$ cat config.mk
export PLATFORM = sky130hd
export DESIGN_NAME = program_counter
export DESIGN_NICKNAME = d
export VERILOG_FILES = /design/src/rtl/program_counter.sv
export SDC_FILE = /design/constraint.sdc
export NUM_CORES = 1
export LEC_CHECK = 0
export ABC_CLOCK_PERIOD_IN_PS = 1000
export CAP_MARGIN = 25
export CORE_MARGIN = 5
export CORE_UTILIZATION = 30
export DETAILED_ROUTE_END_ITERATION = 6
export GPL_ROUTABILITY_DRIVEN = 0
export GPL_TIMING_DRIVEN = 0
export PLACE_DENSITY = 0.75
export REMOVE_ABC_BUFFERS = 1
export SLEW_MARGIN = 10
export SYNTH_ARGS = -nofsm -noshare
export SYNTH_HDL_FRONTEND = slang
export SYNTH_SLANG_ARGS = --single-unit
$ cat constraint.sdc
create_clock -name clk -period 1 [get_ports clk]
set_clock_uncertainty 0.15 [all_clocks]
set_input_delay 0.2 -clock clk [delete_from_list [all_inputs] [get_ports clk]]
set_output_delay 0.2 -clock clk [all_outputs]
set_load 0.03 [all_outputs]
$ cat src/rtl/program_counter.sv
// Fetch-stage program counter: one register that takes either the sequential
// address or a redirect target on every rising edge, cleared asynchronously by clr.
module program_counter #(
  parameter int               pcen      = 32,
  parameter int               pcout     = 32,
  parameter logic [pcout-1:0] RESET_VEC = {pcout{1'b0}}
) (
  input  logic             clk,
  input  logic             clr,
  input  logic             load_en,
  input  logic [pcen-1:0]  pc_next,
  input  logic [pcen-1:0]  load,
  output logic [pcout-1:0] pc
);

  logic [pcout-1:0] load_ext;
  logic [pcout-1:0] next_ext;
  logic [pcout-1:0] pc_d;
  logic [pcout-1:0] pc_q;

  // Narrow inputs are zero-extended, wide inputs keep only their low pcout bits.
  generate
    if (pcen >= pcout) begin : g_trunc
      assign load_ext = load[pcout-1:0];
      assign next_ext = pc_next[pcout-1:0];
    end else begin : g_zext
      assign load_ext = {{(pcout-pcen){1'b0}}, load};
      assign next_ext = {{(pcout-pcen){1'b0}}, pc_next};
    end
  endgenerate

  always_comb begin
    pc_d = pc_q;
    if (load_en) begin
      pc_d = load_ext;
    end else begin
      pc_d = next_ext;
    end
  end

  always_ff @(posedge clk or posedge clr) begin
    if (clr) begin
      pc_q <= RESET_VEC;
    end else begin
      pc_q <= pc_d;
    end
  end

  assign pc = pc_q;

endmodule

[Yosys cells after proc, flatten, opt, wreduce, memory -nomap -nowiden]
Index checks and enable logic that the tools add are counted.
Word-level totals
  register bits after elaboration: 32
  latch bits: 0
  bits in writable memories: 0
  memory bits (read-only): 0
  bits of input ports: 67
  output and inout bits: 32
  word-level logic and storage cells: 2
  memories kept: 0
Cells by class
  add/subtract/negate cells: 0
  $mul: 0
  divide/modulo/power cells: 0
  magnitude comparators: 0
  equality and inequality tests: 0
  shift-type cells: 0
  mux-type cells: 1
  bitwise operators: 0
  reduce and logical (&&, ||, !) cells: 0
Operator list (count)
  two-way mux 32 bit: 1

[Depth between registers and ports, before layout]
  depth in word-level cells: 1
  depth in mapped cells: 3
  depth with buffers taken out: 1

[Least setup slack after synthesis]
Ideal clock, no wire load.
  path type: in2reg
  start: input port load_en
  end: register pc_q[0] (netlist: pc[0])
  data arrival time: 0.742 ns
  setup slack: -0.017 ns
  stages on the path: 3
  cells stage by stage: buf_6 > buf_12 > mux2_4
On the way
  longest elaborated chain between the ends: 1
RTL lines
  start, declared: line 10  | input logic load_en,
  two-way mux 32 bit: line 34  | if (load_en) begin
  named net pc_d[0]: line 18  | logic [pcout-1:0] pc_d;
  end signal, assigned: line 45  | pc_q <= pc_d;
  end, declared: line 19  | logic [pcout-1:0] pc_q;
The timed path passes the listed nets, and every way through them passes these cells.

[Worst setup path after layout]
  start: register pc_q[23] (netlist: pc[23])
  end: output port pc[23]
RTL lines
  end, declared: line 13  | output logic [pcout-1:0] pc
No word-level cell between the ends.

==> flow_metrics.tcl <==
set metrics [dict create \
    cts-root-buf "clkbuf_8" \
    initial_core_util 0.310 \
    yosysTopAreaCell "dfrtp_1" \
    cts_buffers 5 \
    critPathMaxFanout 1 \
    critPathMaxStageDelay_ns 0.38 \
    yosys.area_share.simple 0 \
    num_rows 24 \
    finalSetupViolations 32 \
    drtIter0Drc 17 \
    antenna_left 0 \
    yosysMostFrequentCell "dfrtp_1" \
    grt_use_total 0.112 \
    die_h_um 77.1 \
    synth.top_cells.by_count "dfrtp_1 (32), mux2_4 (30), buf_12 (3)" \
    finalSetupTns_ns -4.15 \
    synthTopCellsByArea "dfrtp_1 (59%), mux2_4 (33%), buf_12 (4.5%), mux2_2 (1.7%), buf_6 (0.83%)" \
    routedWlPerCell_um 14.5 \
    antenna_found_initial 0 \
    rsz0062_at_grt "true" \
    dpl.hpwl_mm 2.64 \
    crit_slowest_cell "dfrtp_1" \
    synth_cell_types 6 \
    startpoint_type "flop" \
    drc 0 \
    place_area_sq_um 2370 \
    avgSynthCellArea_sq_um 19.5 \
    totalWireLength_mm 3.27 \
    core-area_sq_um 4350 \
    timing.final.crit_share 1.14 \
    hp-class "in2async" \
    ys_warn_count 0 \
    path_class "reg2out" \
    worstSetupEndpointType "primary output" \
    routed_via_density 4.19 \
    synth_top_family_by_area "multiplexers" \
    fmax_mhz 879 \
    nFillCells 335 \
    p_leak_uw 0.00117 \
    nets 240 \
    worst_pin_slew_ns 0.359 \
    period_minus_slack_ns 1.14 \
    firstDrtPassIters 4 \
    post-route-cell-area_sq_um 2540 \
    cts_setup_buffers 0 \
    cp_top_family "flip-flops" \
    cts_buffer_depth 2 \
    cts_tree "yes" \
    final_cells 226 \
    clkTransAtPathRegs_ns 0.06 \
    htreeDepth 2 \
    required_ns 0.65 \
    drive_gt1_frac 0.431 \
    synthArstFlopShare 1.00 \
    syn_area_sq_um 1350 \
    dp.cells 217 \
    setup_ws_ns -0.138 \
    syn_inst 69 \
    ys_ff_latch 32 \
    port_buffers 98 \
    netlist.area_leader.share 0.594 \
    yosysSeqAreaShare 0.594 \
    synth_compound_area_frac 0 \
    status "complete, but fails checks" \
    dieArea_sq_um 5940 \
    dominantRegCellSynth "dfrtp_1" \
    largest_register_ffs 32 \
    powerDensity_nw_per_um2 1330 \
    hold_violations 0 \
    cp.arrival_ns 0.79 \
    peakVddDrop_uv 641 \
    die_x_um 77.1 \
    grt_max_degree 19 \
    grt_pass1_wl_mm 5.13 \
    max_cap_violations 0 \
    crit_buf_inv 1 \
    synthMuxAreaShare 0.351 \
    crit_chain "buf_6" \
    synth_fa_ha_area_frac 0 \
    violations "setup timing" \
    maxSlewHeadroom 0.760 \
    utilization 0.584 \
    grt_pass1_vias 1079 \
    io_pins 99 \
    diodes 0 \
    grt_overflow 0 \
    area_growth_pct 88.5 \
    dr_total_vias 948 \
    synth-edff-count 0 \
    slew_violations 0 \
    cts.sink_count 32 \
    synth_xor_area_frac 0 \
]
[per-layer routing]
metal	part of all wire	GRT usage	vias up
li1	-	-	443
met1	0.32	0.107	438
met2	0.54	0.201	62
met3	0.13	0.0656	5
met4	0.010	0.0309	0
met5	0	0	-
[cells in the final DEF (no fill, tap or decap), drive strengths merged]
cell,n
buf,35
bufbuf,1
clkbuf,8
clkdlybuf4s50,65
clkinvlp,1
dfrtp,32
mux2,32
[path summary, 6_finish.rpt]
kind | endpoint | slack (ns) | depth (start not counted) | start
min | pc[7]$_DFF_PP0_ | 0.10 | 2 | clr
min in group clk | pc[6]$_DFF_PP0_ | 0.13 | 2 | load_en
max | pc[23] | -0.14 | 1 | pc[23]$_DFF_PP0_
max in group asynchronous | pc[22]$_DFF_PP0_ | 0.21 | 3 | clr
[what timing repair did]
action	CTS	global route
hold buffers	0	0
cloned	1	0
pin swaps	0	0
setup endpoints to repair	53	71
resized for setup	226	2
[logic make-up after synthesis]
logic type  count (synthesis)
mux                        32
buf+inv                     5
flops                      32
[report_power, final]
| group | switching [uW] | total, uW | leakage (uW) | internal, uW |
|---|---|---|---|---|
| combinational | 375 | 966 | 0.000751 | 591 |
| clock | 417 | 978 | 0.0000455 | 560 |
| sequential | 43.5 | 1440 | 0.000373 | 1390 |
| total | 836 | 3380 | 0.00117 | 2550 |
[area by class of cell]
cell class	count	area, sq um	area share
inverters	1	7.51	0.00295
flip-flops and latches	32	801	0.315
multi-input cells	32	473	0.186
repair buffers	101	1110	0.435
well taps	52	65.1	0.0256
clock buffers	8	90.1	0.0354
[per-stage QoR]
stage | hold WS, ns | power [uW] | worst slack, ns
2_1_floorplan | 0.166 | 1830 | -0.0408
3_3_place_gp | 0.664 | 2350 | -1.73
3_5_place_dp | 0.474 | 2370 | -0.460
4_1_cts | 0.152 | 3440 | -0.159
5_1_grt | 0.130 | 3530 | -0.182
6_report | 0.105 | 3380 | -0.138
Power figures use the tool's default switching activity.
